$ cat src/rtl/vga_timing_gen_pkg.sv
// vga_timing_pkg: shared VGA 640x480@60 timing constants, counter width
// and the packing of the delayed sync bits.
package vga_timing_pkg;

  localparam int unsigned CNT_W = 10;

  typedef logic [CNT_W-1:0] cnt_t;
  // One extra bit so that constants equal to 1024 still compare correctly.
  typedef logic [CNT_W:0]   cmp_t;

  localparam int unsigned DEF_H_ACTIVE = 640;
  localparam int unsigned DEF_H_FP     = 16;
  localparam int unsigned DEF_H_SYNC   = 96;
  localparam int unsigned DEF_H_BP     = 48;
  localparam int unsigned DEF_V_ACTIVE = 480;
  localparam int unsigned DEF_V_FP     = 10;
  localparam int unsigned DEF_V_SYNC   = 2;
  localparam int unsigned DEF_V_BP     = 33;

  localparam int unsigned DEF_H_TOTAL  = DEF_H_ACTIVE + DEF_H_FP + DEF_H_SYNC + DEF_H_BP;
  localparam int unsigned DEF_V_TOTAL  = DEF_V_ACTIVE + DEF_V_FP + DEF_V_SYNC + DEF_V_BP;
  localparam int unsigned DEF_HS_START = DEF_H_ACTIVE + DEF_H_FP;
  localparam int unsigned DEF_HS_END   = DEF_HS_START + DEF_H_SYNC;
  localparam int unsigned DEF_VS_START = DEF_V_ACTIVE + DEF_V_FP;
  localparam int unsigned DEF_VS_END   = DEF_VS_START + DEF_V_SYNC;

  // Bits carried through the sync delay line.
  typedef struct packed {
    logic blank;
    logic vs;
    logic hs;
  } sync_bits_t;

  // Idle values: syncs inactive (high), pixel not visible.
  localparam sync_bits_t SYNC_RST = '{blank: 1'b0, vs: 1'b1, hs: 1'b1};

endpackage

$ cat src/rtl/vga_timing_gen_if.sv
// vga_timing_gen_if: pixel-scan bundle consumed by drawers and VGA pins.
//   DrawX/DrawY  current scan position
//   blank        visible pixel, aligned with DrawX/DrawY
//   blank_d/hs/vs  delayed to match drawer RGB latency
//   line_start/frame_start  1-cycle pulses; frame_count frame index
interface vga_timing_gen_if;
  import vga_timing_pkg::*;

  cnt_t       DrawX;
  cnt_t       DrawY;
  logic       blank;
  logic       blank_d;
  logic       hs;
  logic       vs;
  logic       line_start;
  logic       frame_start;
  logic [7:0] frame_count;

  modport master (
    output DrawX, DrawY, blank, blank_d, hs, vs, line_start, frame_start, frame_count
  );

  modport slave (
    input DrawX, DrawY, blank, blank_d, hs, vs, line_start, frame_start, frame_count
  );
endinterface

$ cat src/rtl/vga_timing_gen_sync_delay.sv
// vga_sync_delay: N-stage shift register with a per-bit reset value.
//   clk, rst_n  clock, asynchronous active-low reset
//   i_d         input word
//   o_q         i_d delayed N cycles (combinational pass-through when N=0)
module vga_sync_delay #(
  parameter int unsigned N     = 2,
  parameter int unsigned WIDTH = 3,
  parameter logic [WIDTH-1:0] RST_VAL = '0
) (
  input  logic             clk,
  input  logic             rst_n,
  input  logic [WIDTH-1:0] i_d,
  output logic [WIDTH-1:0] o_q
);

  if (N == 0) begin : g_pass
    logic w_unused;
    assign w_unused = clk ^ rst_n;
    assign o_q = i_d;
  end else begin : g_pipe
    logic [WIDTH-1:0] r_stage [N];

    always_ff @(posedge clk or negedge rst_n) begin
      if (!rst_n) begin
        for (int unsigned i = 0; i < N; i++) r_stage[i] <= RST_VAL;
      end else begin
        r_stage[0] <= i_d;
        for (int unsigned i = 1; i < N; i++) r_stage[i] <= r_stage[i-1];
      end
    end

    assign o_q = r_stage[N-1];
  end

endmodule

$ cat src/rtl/vga_timing_gen.sv
// vga_timing_gen: free-running VGA scan counters and sync generation.
//   vga_clk  pixel clock
//   reset_n  asynchronous active-low reset (release synchronised upstream)
//   vga      master side of vga_timing_gen_if (all outputs registered)
module vga_timing_gen
  import vga_timing_pkg::*;
#(
  parameter int unsigned H_ACTIVE   = DEF_H_ACTIVE,
  parameter int unsigned H_FP       = DEF_H_FP,
  parameter int unsigned H_SYNC     = DEF_H_SYNC,
  parameter int unsigned H_BP       = DEF_H_BP,
  parameter int unsigned V_ACTIVE   = DEF_V_ACTIVE,
  parameter int unsigned V_FP       = DEF_V_FP,
  parameter int unsigned V_SYNC     = DEF_V_SYNC,
  parameter int unsigned V_BP       = DEF_V_BP,
  parameter int unsigned SYNC_DELAY = 2
) (
  input  logic              vga_clk,
  input  logic              reset_n,
  vga_timing_gen_if.master  vga
);

  localparam int unsigned H_TOTAL = H_ACTIVE + H_FP + H_SYNC + H_BP;
  localparam int unsigned V_TOTAL = V_ACTIVE + V_FP + V_SYNC + V_BP;

  if (H_TOTAL > 1024 || V_TOTAL > 1024) begin : g_bad_total
    $error("vga_timing_gen: H_TOTAL and V_TOTAL must not exceed 1024");
  end

  localparam cnt_t H_LAST   = cnt_t'(H_TOTAL - 1);
  localparam cnt_t V_LAST   = cnt_t'(V_TOTAL - 1);
  localparam cmp_t HA       = cmp_t'(H_ACTIVE);
  localparam cmp_t VA       = cmp_t'(V_ACTIVE);
  localparam cmp_t HS_START = cmp_t'(H_ACTIVE + H_FP);
  localparam cmp_t HS_END   = cmp_t'(H_ACTIVE + H_FP + H_SYNC);
  localparam cmp_t VS_START = cmp_t'(V_ACTIVE + V_FP);
  localparam cmp_t VS_END   = cmp_t'(V_ACTIVE + V_FP + V_SYNC);

  cnt_t       r_hc, r_vc;
  logic       r_blank, r_hs_raw, r_vs_raw, r_ls, r_fs;
  logic [7:0] r_fc;

  cnt_t       w_hc_nxt, w_vc_nxt;
  cmp_t       w_hx, w_vx;
  logic       w_h_wrap, w_blank_nxt, w_hs_nxt, w_vs_nxt, w_ls_nxt, w_fs_nxt;
  sync_bits_t w_raw, w_dly;

  // Status bits are decoded from the next counter values so that, once
  // registered, they line up with the DrawX/DrawY they describe.
  always_comb begin
    w_h_wrap = (r_hc == H_LAST);
    w_hc_nxt = w_h_wrap ? '0 : r_hc + 1'b1;
    w_vc_nxt = r_vc;
    if (w_h_wrap) w_vc_nxt = (r_vc == V_LAST) ? '0 : r_vc + 1'b1;
    w_hx        = {1'b0, w_hc_nxt};
    w_vx        = {1'b0, w_vc_nxt};
    w_blank_nxt = (w_hx < HA) && (w_vx < VA);
    w_hs_nxt    = !((w_hx >= HS_START) && (w_hx < HS_END));
    w_vs_nxt    = !((w_vx >= VS_START) && (w_vx < VS_END));
    w_ls_nxt    = (w_hc_nxt == '0);
    w_fs_nxt    = w_ls_nxt && (w_vc_nxt == '0);
  end

  // Reset parks the counters on the last pixel of a frame so the first
  // edge after release lands on (0,0) and starts frame 0.
  always_ff @(posedge vga_clk or negedge reset_n) begin
    if (!reset_n) begin
      r_hc     <= H_LAST;
      r_vc     <= V_LAST;
      r_blank  <= SYNC_RST.blank;
      r_hs_raw <= SYNC_RST.hs;
      r_vs_raw <= SYNC_RST.vs;
      r_ls     <= 1'b0;
      r_fs     <= 1'b0;
      r_fc     <= '1;
    end else begin
      r_hc     <= w_hc_nxt;
      r_vc     <= w_vc_nxt;
      r_blank  <= w_blank_nxt;
      r_hs_raw <= w_hs_nxt;
      r_vs_raw <= w_vs_nxt;
      r_ls     <= w_ls_nxt;
      r_fs     <= w_fs_nxt;
      if (w_fs_nxt) r_fc <= r_fc + 8'd1;
    end
  end

  assign w_raw = '{blank: r_blank, vs: r_vs_raw, hs: r_hs_raw};

  vga_sync_delay #(
    .N       (SYNC_DELAY),
    .WIDTH   (3),
    .RST_VAL (SYNC_RST)
  ) u_sync_delay (
    .clk   (vga_clk),
    .rst_n (reset_n),
    .i_d   (w_raw),
    .o_q   (w_dly)
  );

  assign vga.DrawX       = r_hc;
  assign vga.DrawY       = r_vc;
  assign vga.blank       = r_blank;
  assign vga.line_start  = r_ls;
  assign vga.frame_start = r_fs;
  assign vga.frame_count = r_fc;
  assign vga.blank_d     = w_dly.blank;
  assign vga.hs          = w_dly.hs;
  assign vga.vs          = w_dly.vs;

endmodule

$ cat src/flat_wrapper.sv
// flat-port wrapper written by rule: the top's interface ports become plain ports
module vga_timing_gen_flat import vga_timing_pkg::*;
#(
  parameter int unsigned H_ACTIVE   = DEF_H_ACTIVE,
  parameter int unsigned H_FP       = DEF_H_FP,
  parameter int unsigned H_SYNC     = DEF_H_SYNC,
  parameter int unsigned H_BP       = DEF_H_BP,
  parameter int unsigned V_ACTIVE   = DEF_V_ACTIVE,
  parameter int unsigned V_FP       = DEF_V_FP,
  parameter int unsigned V_SYNC     = DEF_V_SYNC,
  parameter int unsigned V_BP       = DEF_V_BP,
  parameter int unsigned SYNC_DELAY = 2
)
  (vga_clk, reset_n, vga_DrawX, vga_DrawY, vga_blank, vga_blank_d, vga_hs, vga_vs, vga_line_start, vga_frame_start, vga_frame_count);
  vga_timing_gen_if vga_i ();
  input  logic vga_clk;
  input  logic reset_n;
  output wire logic [$bits(vga_i.DrawX)-1:0] vga_DrawX;
  output wire logic [$bits(vga_i.DrawY)-1:0] vga_DrawY;
  output wire logic [$bits(vga_i.blank)-1:0] vga_blank;
  output wire logic [$bits(vga_i.blank_d)-1:0] vga_blank_d;
  output wire logic [$bits(vga_i.hs)-1:0] vga_hs;
  output wire logic [$bits(vga_i.vs)-1:0] vga_vs;
  output wire logic [$bits(vga_i.line_start)-1:0] vga_line_start;
  output wire logic [$bits(vga_i.frame_start)-1:0] vga_frame_start;
  output wire logic [$bits(vga_i.frame_count)-1:0] vga_frame_count;
  assign vga_DrawX = vga_i.DrawX;
  assign vga_DrawY = vga_i.DrawY;
  assign vga_blank = vga_i.blank;
  assign vga_blank_d = vga_i.blank_d;
  assign vga_hs = vga_i.hs;
  assign vga_vs = vga_i.vs;
  assign vga_line_start = vga_i.line_start;
  assign vga_frame_start = vga_i.frame_start;
  assign vga_frame_count = vga_i.frame_count;
  vga_timing_gen #(.H_ACTIVE(H_ACTIVE), .H_FP(H_FP), .H_SYNC(H_SYNC), .H_BP(H_BP), .V_ACTIVE(V_ACTIVE), .V_FP(V_FP), .V_SYNC(V_SYNC), .V_BP(V_BP), .SYNC_DELAY(SYNC_DELAY)) u_core (.vga_clk(vga_clk), .reset_n(reset_n), .vga(vga_i));
endmodule
$ cat config.mk
export PLATFORM = sky130hd
export DESIGN_NAME = vga_timing_gen_flat
export DESIGN_NICKNAME = d
export VERILOG_FILES = /design/src/rtl/vga_timing_gen_pkg.sv /design/src/rtl/vga_timing_gen_if.sv /design/src/rtl/vga_timing_gen_sync_delay.sv /design/src/rtl/vga_timing_gen.sv /design/src/flat_wrapper.sv
export SDC_FILE = /design/constraint.sdc
export NUM_CORES = 1
export LEC_CHECK = 0
export BUFFER_PORTS_ARGS = -buffer_cell sky130_fd_sc_hd__buf_2
export CAP_MARGIN = 20
export CORE_ASPECT_RATIO = 0.9
export CORE_MARGIN = 10
export CORE_UTILIZATION = 59
export DETAILED_ROUTE_END_ITERATION = 12
export GPL_TIMING_DRIVEN = 0
export HOLD_SLACK_MARGIN = 0.12
export PLACE_DENSITY = 0.95
export SYNTH_ARGS = -nofsm -noshare
export SYNTH_HDL_FRONTEND = slang
export SYNTH_SLANG_ARGS = --single-unit
$ cat constraint.sdc
create_clock -name vga_clk -period 5.25 [get_ports vga_clk]
set_input_delay 0 -clock vga_clk [delete_from_list [all_inputs] [get_ports vga_clk]]
set_output_delay 0 -clock vga_clk [all_outputs]
set_load 0.005 [all_outputs]
==> results of run 1 <==
[layout by cell type, fill, tap and decap left out, drive strengths merged, types with 3 or more instances in the layout]
| cell type | synthesis | routed |
|---|---|---|
| buf | 5 | 40 |
| dfstp | 24 | 24 |
| nand2 | 19 | 19 |
| dfrtp | 15 | 15 |
| inv | 14 | 15 |
| xor2 | 12 | 12 |
| clkbuf | 5 | 11 |
| nor4 | 10 | 10 |
| nand4 | 10 | 10 |
| xnor2 | 9 | 9 |
| nand3 | 8 | 8 |
| nor2 | 7 | 7 |
| o21ai | 7 | 7 |
| nor3 | 5 | 5 |
| a21oi | 5 | 5 |
| ha | 4 | 4 |
| a31oi | 4 | 4 |
| and2 | 4 | 4 |
| or3 | 3 | 3 |
| nand2b | 3 | 3 |
| o41ai | 3 | 3 |
| and3 | 3 | 3 |
| nor4b | 3 | 3 |
| or4 | 3 | 3 |
[worst min path at each step]
stage | startpoint | to | slack (ns)
after CTS | u_core.u_sync_delay.g_pipe.r_stage[5] | u_core.u_sync_delay.o_q[2] | 0.35
final | reset_n | u_core.vga.DrawX[5] | 0.32
after detailed placement | reset_n | u_core.vga.DrawX[5] | 0.15
after global placement | reset_n | u_core.vga.DrawX[5] | 0.13
after floorplan | reset_n | u_core.u_sync_delay.g_pipe.r_stage[5] | -0.30
after global routing | u_core.r_vs_raw | u_core.u_sync_delay.g_pipe.r_stage[4] | 0.35
[layer usage]
metal | up-vias | wire length (microns) | GRT usage
li1 | 798 | - | -
met2 | 64 | 2110 | 0.215
met4 | 0 | 108 | 0.0629
met5 | - | 0 | 0
met1 | 807 | 1880 | 0.193
met3 | 11 | 382 | 0.0590
[kinds of logic (layout without fill, tap and decap cells)]
| kind of cell | after synthesis | in the layout | share of synthesized area |
|---|---|---|---|
| xor gates and xnor gates | 21 | 21 | 0.0890 |
| AOI/OAI and AO/OA | 27 | 27 | 0.102 |
| DFF | 39 | 39 | 0.487 |
| and+or+nand+nor | 82 | 82 | 0.239 |
| adders and majority gates | 4 | 4 | 0.0242 |
| muxes | 2 | 2 | 0.0121 |
| buffers and inverters | 24 | 68 | 0.0466 |
[sequential cells by signal, indices dropped and copies added, names as in the netlist]
signal	cells
u_core.r_hs_raw	1
u_core.r_vs_raw	1
u_core.u_sync_delay.g_pipe.r_stage	3
u_core.u_sync_delay.o_q	3
u_core.vga.DrawX	10
u_core.vga.DrawY	10
u_core.vga.blank	1
u_core.vga.frame_count	8
u_core.vga.frame_start	1
u_core.vga.line_start	1
[layout make-up]
type / instances / area [sq um]
clock inverter: 2 / 11.3
timing repair buffer: 36 / 185
buffer: 10 / 43.8
inverter: 14 / 52.6
multi-input combinational: 136 / 963
fill: 256 / 988
clock buffer: 6 / 72.6
sequential: 39 / 1010
tap: 44 / 55.1
[stage by stage]
| step | area (sq um) | util |
|---|---|---|
| 2_1_floorplan | 2070 | - |
| 3_3_place_gp | 2300 | 0.680 |
| 3_5_place_dp | 2300 | 0.680 |
| 4_1_cts | 2390 | 0.707 |
| 5_1_grt | 2390 | 0.707 |
| 6_report | 2390 | 0.707 |
[critical path, stage by stage (launching register included)]
cell                       delay (ns)
sky130_fd_sc_hd__dfstp_2         0.59
sky130_fd_sc_hd__ha_1            0.23
sky130_fd_sc_hd__and4_1          0.20
sky130_fd_sc_hd__clkbuf_1        0.26
sky130_fd_sc_hd__nand3_1         0.35
sky130_fd_sc_hd__nor3_1          0.34
sky130_fd_sc_hd__xor2_1          0.15
sky130_fd_sc_hd__or2_2           0.28
sky130_fd_sc_hd__buf_2           0.18
sky130_fd_sc_hd__nor4b_4         0.35
sky130_fd_sc_hd__mux2_4          0.33
[power breakdown]
group / internal, W / total (W) / switching [W] / leakage (nW)
clock network: 0.0000931 / 0.000199 / 0.000106 / 0.0455
registers: 0.000301 / 0.000301 / 0 / 0.438
logic: 0.000000737 / 0.00000611 / 0.00000537 / 0.592
==> results.md, run 1 <==
* Number of antenna repair diodes at 0
* Post-synth net total at 205
* Number of buffers added on ports at 35
* Worst hold margin at 0.324 ns
* Routed via count at 1680
* RSZ-0062 raised after global routing: false
* Clock latency on the worst-skew pair at 0.30 ns
* Average size of a mapped cell at 10.4 sq um
* Core footprint at 3380 sq um
* Worst EP required at 5.48 ns
* Die area at 6270 sq um
* Width of the chip at 82.4 microns
* CTS tree: done
* Post-Synthesis Cell Area at 2070 sq um
* Die Y-Extent at 76.1 microns
* Final count of negative-setup-slack endpoints at 0
* Post-route clock period utilization at 0.635
* Hold Buf Count CTS at 1
* Count of mapped cells out of synthesis at 199
* DR iter-0 viols at 181
* Average vias per placed instance at 5.85
* Share of Yosys cell area claimed by the top area cell type at 0.305
* # DRC at 0
* Rows at 20
* Tightest Pin Transition at 0.820 ns
* Routability Congestion at 0.871
* Maximum VDD drop at 184 uV
* Global route overflow at 0
* Resized Gates After CTS at 0
* Arrival time of the worst setup path at 3.57 ns
* Detailed placer's ending HPWL at 3240 microns
* Post-CTS Repair Setup Buffers at 0
* Relative slew margins at 0.453
* Buffer depth of the longest clock path at 2
* Setup slack of the most critical reg-to-reg path at 1.91 ns
* Setup tns final at 0 ns
* Leading cell type by number of instances after synthesis: sky130_fd_sc_hd__dfstp_2
* Global-route wire length before repair at 7520 microns
* Per-cell routed wire length at 15.6 microns
* Initial core utilization at 0.611
* Clock Root Buffer: sky130_fd_sc_hd__clkbuf_8
* Setup Skew at 0.00568 ns
* Startpoint types: register
* Top post-synthesis cells by area: sky130_fd_sc_hd__dfstp_2 31%, sky130_fd_sc_hd__dfrtp_1 18%, sky130_fd_sc_hd__xor2_1 5.1%
* Most common flop cell mapped by yosys: sky130_fd_sc_hd__dfstp_2
* Number of top-level design ports at 36
* Top fanout value on the critical path at 9
* Number of synthesis warnings at 0
* Maxcap violations at 0
* # nets final at 248
* P_leak at 1.08 nW
* Number of global-route vias before repair at 1570
* R2r startpoint: u_core.vga.DrawX[0]
* Pre-CTS setup slack at 2.03 ns
* Post-synth top area cell: sky130_fd_sc_hd__dfstp_2
* Number of antenna violations at the first check in global routing at 0
* Crit end category: register
* Placed Cells at 278
* Number of standard cells in the layout, taps in and fillers out at 287
* Fraction of final layout cells with drive strength greater than 1 at 0.342
* Total number of H-tree levels at 2
* Final Max Tran Viols at 0
* Number of enable flip-flop cells after synthesis at 0
* Setup CP Type: reg -> reg
* Layout overhead on the synthesized area at 15.7%
* Share of the yosys chip area belonging to registers at 0.487
* Critical R2R Capture: u_core.vga.frame_count[1]
* Logic depth of the worst register-to-register path at 10
* Commonest cells post-synth: 24 x sky130_fd_sc_hd__dfstp_2, 18 x sky130_fd_sc_hd__nand2_1, 15 x sky130_fd_sc_hd__dfrtp_1, 14 x sky130_fd_sc_hd__inv_1, 12 x sky130_fd_sc_hd__xor2_1
* Final critical-path setup slack at 1.91 ns
* Antenna violation net count after detailed routing at 0
* Power, Total at 0.000507 W
* Total power density per cell area at 212 nW/um^2
* Pre-antenna DRT Iters at 4
* Share of synthesized flip-flops with an asynchronous set or reset at 1.00
* Final routed wirelength across all metal layers at 4480 microns
* Worst hold path class: in -> async
* Result of the run: complete, no violations
* Maximum clock frequency at 0.300 GHz
* Final Hold Vio Count at 0
* Number of unique standard cell types used by synthesis at 44
* Post-layout minimum cycle time at 3.34 ns
* Register bit total from synthesis at 39
* Maximum number of pins on one net before global-route repair at 40
* Clock transition at path regs at 0.08 ns
* Clock buffer count from CTS at 5
* End of the critical path: u_core.vga.frame_count[1]
* Overall routing resource usage at 0.150
* Launching instance or port of the critical path: u_core.vga.DrawX[0]
* Sinks on Clock Net at 39
No activity file was read; power rests on OpenSTA's default activity.
==> run 2, diff against run 1 <==
--- a/config.mk
+++ b/config.mk
@@ -9,11 +9,11 @@
 export CAP_MARGIN = 20
 export CORE_ASPECT_RATIO = 0.9
 export CORE_MARGIN = 10
-export CORE_UTILIZATION = 59
+export CORE_UTILIZATION = 55
 export DETAILED_ROUTE_END_ITERATION = 12
 export GPL_TIMING_DRIVEN = 0
 export HOLD_SLACK_MARGIN = 0.12
-export PLACE_DENSITY = 0.95
+export PLACE_DENSITY = 0.91
 export SYNTH_ARGS = -nofsm -noshare
 export SYNTH_HDL_FRONTEND = slang
 export SYNTH_SLANG_ARGS = --single-unit
==> constraint.sdc (replaced) <==
create_clock -name vga_clk -period 3.3 [get_ports vga_clk]
set_input_delay 0 -clock vga_clk [delete_from_list [all_inputs] [get_ports vga_clk]]
set_output_delay 0 -clock vga_clk [all_outputs]
set_load 0.005 [all_outputs]
==> results.md, run 2 (same netlist as run 1, synthesis figures left out) <==
* Detailed placer's ending HPWL at 3630 microns
* Post-layout minimum cycle time at 3.11 ns
* Area after DPL at 2300 sq um
* Critical R2R Capture: u_core.vga.frame_count[1]
* Pre-antenna DRT Iters at 4
* Setup tns final at 0 ns
* # nets final at 247
* Clock Root Buffer: sky130_fd_sc_hd__clkbuf_8
* Routability Congestion at 0.891
* Worst hold path class: in -> async
* Number of global-route vias before repair at 1708
* CTS tree: done
* Max stage delay cell, worst path: sky130_fd_sc_hd__dfstp_2
* Core footprint at 3680 sq um
* # DRC at 0
* Total buffers and inverters traversed by the critical path at 1
* DR iter-0 viols at 101
* Relative slew margins at 0.428
* Longest individual stage delay on the worst path at 0.59 ns
* Clock latency on the worst-skew pair at 0.29 ns
* Final Max Tran Viols at 0
* Filler cells at 296
* Number of antenna violations at the first check in global routing at 0
* Fraction of final layout cells with drive strength greater than 1 at 0.351
* Most common library cell in the layout ignoring fill and taps: sky130_fd_sc_hd__buf_2
* Launching instance or port of the critical path: u_core.vga.DrawX[0]
* Clock transition at path regs at 0.07 ns
* End of the critical path: u_core.vga.frame_count[1]
* Setup CP Type: reg -> reg
* Number of buffers added on ports at 35
* Tightest Pin Transition at 0.858 ns
* Pre-CTS setup slack at 0.0217 ns
* Die Y-Extent at 78.1 microns
* Total number of H-tree levels at 2
* Startpoint types: register
* Logic depth of the worst register-to-register path at 9
* Worst hold margin at 0.355 ns
* Die area at 6610 sq um
* Top fanout value on the critical path at 9
* Worst EP required at 3.52 ns
* Maximum VDD drop at 174 uV
* Final count of negative-setup-slack endpoints at 0
* Maximum number of pins on one net before global-route repair at 40
* Maxcap violations at 0
* Sinks on Clock Net at 39
* Design area at 2400 sq um
* Average vias per placed instance at 5.89
* Arrival time of the worst setup path at 3.33 ns
* Final routed wirelength across all metal layers at 4790 microns
* Number of antenna repair diodes at 0
* P_leak at 1.07 nW
* Routed via count at 1696
* Clock buffer count from CTS at 5
* Most frequent cells in the layout: 40 x sky130_fd_sc_hd__buf_2, 24 x sky130_fd_sc_hd__dfstp_2, 18 x sky130_fd_sc_hd__nand2_1
* Per-cell routed wire length at 16.6 microns
* Crit end category: register
* RSZ-0062 raised after global routing: false
* Post-route clock period utilization at 0.943
* Maximum clock frequency at 0.321 GHz
* Layout overhead on the synthesized area at 16.3%
* Buffer depth of the longest clock path at 2
* Initial core utilization at 0.562
* Result of the run: complete, no violations
* Global route overflow at 0
* Final critical-path setup slack at 0.188 ns
* Number of top-level design ports at 36
* Setup slack of the most critical reg-to-reg path at 0.19 ns
* Stages on the worst setup path at 9
* Width of the chip at 84.6 microns
* Antenna violation net count after detailed routing at 0
* Overall routing resource usage at 0.147
* Setup Skew at 0.00870 ns
* Rows at 21
* Final Util at 0.653
* Global-route wire length before repair at 8080 microns
* Total power density per cell area at 333 nW/um^2
* Kind of cell adding the most delay to the critical path: simple AND/OR/NAND/NOR gates
* Chain of cells forming the critical path: ha_1, and4_1, nand3_2, nor3_1, xor2_1, or2_2, buf_2, nor4b_4, mux2_4
* R2r startpoint: u_core.vga.DrawX[0]
* Final Hold Vio Count at 0
-- run 2: how the worst min path moves through the flow --
stage	from	end	slack (ns)	cells after the start
final	reset_n	u_core.vga.DrawX[7]	0.35	2
after global routing	u_core.u_sync_delay.g_pipe.r_stage[4]	u_core.u_sync_delay.o_q[1]	0.36	0
after CTS	u_core.u_sync_delay.g_pipe.r_stage[4]	u_core.u_sync_delay.o_q[1]	0.36	0
after detailed placement	reset_n	u_core.vga.frame_start	0.15	1
after global placement	reset_n	u_core.vga.DrawX[6]	0.13	1
after floorplan	reset_n	u_core.u_sync_delay.g_pipe.r_stage[5]	-0.30	0
-- run 2: routing by layer --
layer | routed length, microns | GRT usage | share of wire | vias up
met4 | 119 | 0.0724 | 0.025 | 0
met1 | 2070 | 0.175 | 0.43 | 840
li1 | - | - | - | 795
met2 | 2310 | 0.238 | 0.48 | 50
met5 | 0 | 0 | 0 | -
met3 | 289 | 0.0444 | 0.060 | 11
-- run 2: cell type report --
| class | count | area [sq um] | area share |
|---|---|---|---|
| buffer | 9 | 40.0 | 0.0167 |
| sequential | 39 | 1010 | 0.419 |
| multi-input combinational | 136 | 980 | 0.408 |
| clock inverter | 1 | 5.00 | 0.00208 |
| clock buffer | 7 | 76.3 | 0.0318 |
| tap | 46 | 57.6 | 0.0240 |
| inverter | 14 | 52.6 | 0.0219 |
| timing repair buffer | 36 | 185 | 0.0771 |
-- run 2: metrics by stage --
| stage | std cells | power [W] |
|---|---|---|
| final | 288 | 0.000801 |
| after CTS | 289 | 0.000808 |
| after detailed placement | 280 | 0.000497 |
| after global placement | 280 | 0.000497 |
| after floorplan | 199 | 0.000487 |
| after global routing | 288 | 0.000834 |
-- run 2: what timing repair did --
action,4_1_cts,5_1_grt
pin swaps,0,0
hold buffers,1,0
resized for setup,1,2
buffers inserted,0,0
endpoints found under the setup margin,1,4
endpoints found under the hold margin,15,0
-- run 2: worst register-to-register path, cell delays in order, from the launching register on --
cell and delay, ns:
sky130_fd_sc_hd__dfstp_2 0.59, sky130_fd_sc_hd__ha_1 0.23, sky130_fd_sc_hd__and4_1 0.37, sky130_fd_sc_hd__nand3_2 0.25, sky130_fd_sc_hd__nor3_1 0.29, sky130_fd_sc_hd__xor2_1 0.14, sky130_fd_sc_hd__or2_2 0.29, sky130_fd_sc_hd__buf_2 0.18
sky130_fd_sc_hd__nor4b_4 0.38, sky130_fd_sc_hd__mux2_4 0.33
-- run 2: power breakdown --
group / internal [W] / switching (W) / total [W]
Sequential: 0.000479 / 0 / 0.000479
Combinational: 0.00000118 / 0.00000894 / 0.0000101
Clock: 0.000148 / 0.000163 / 0.000312
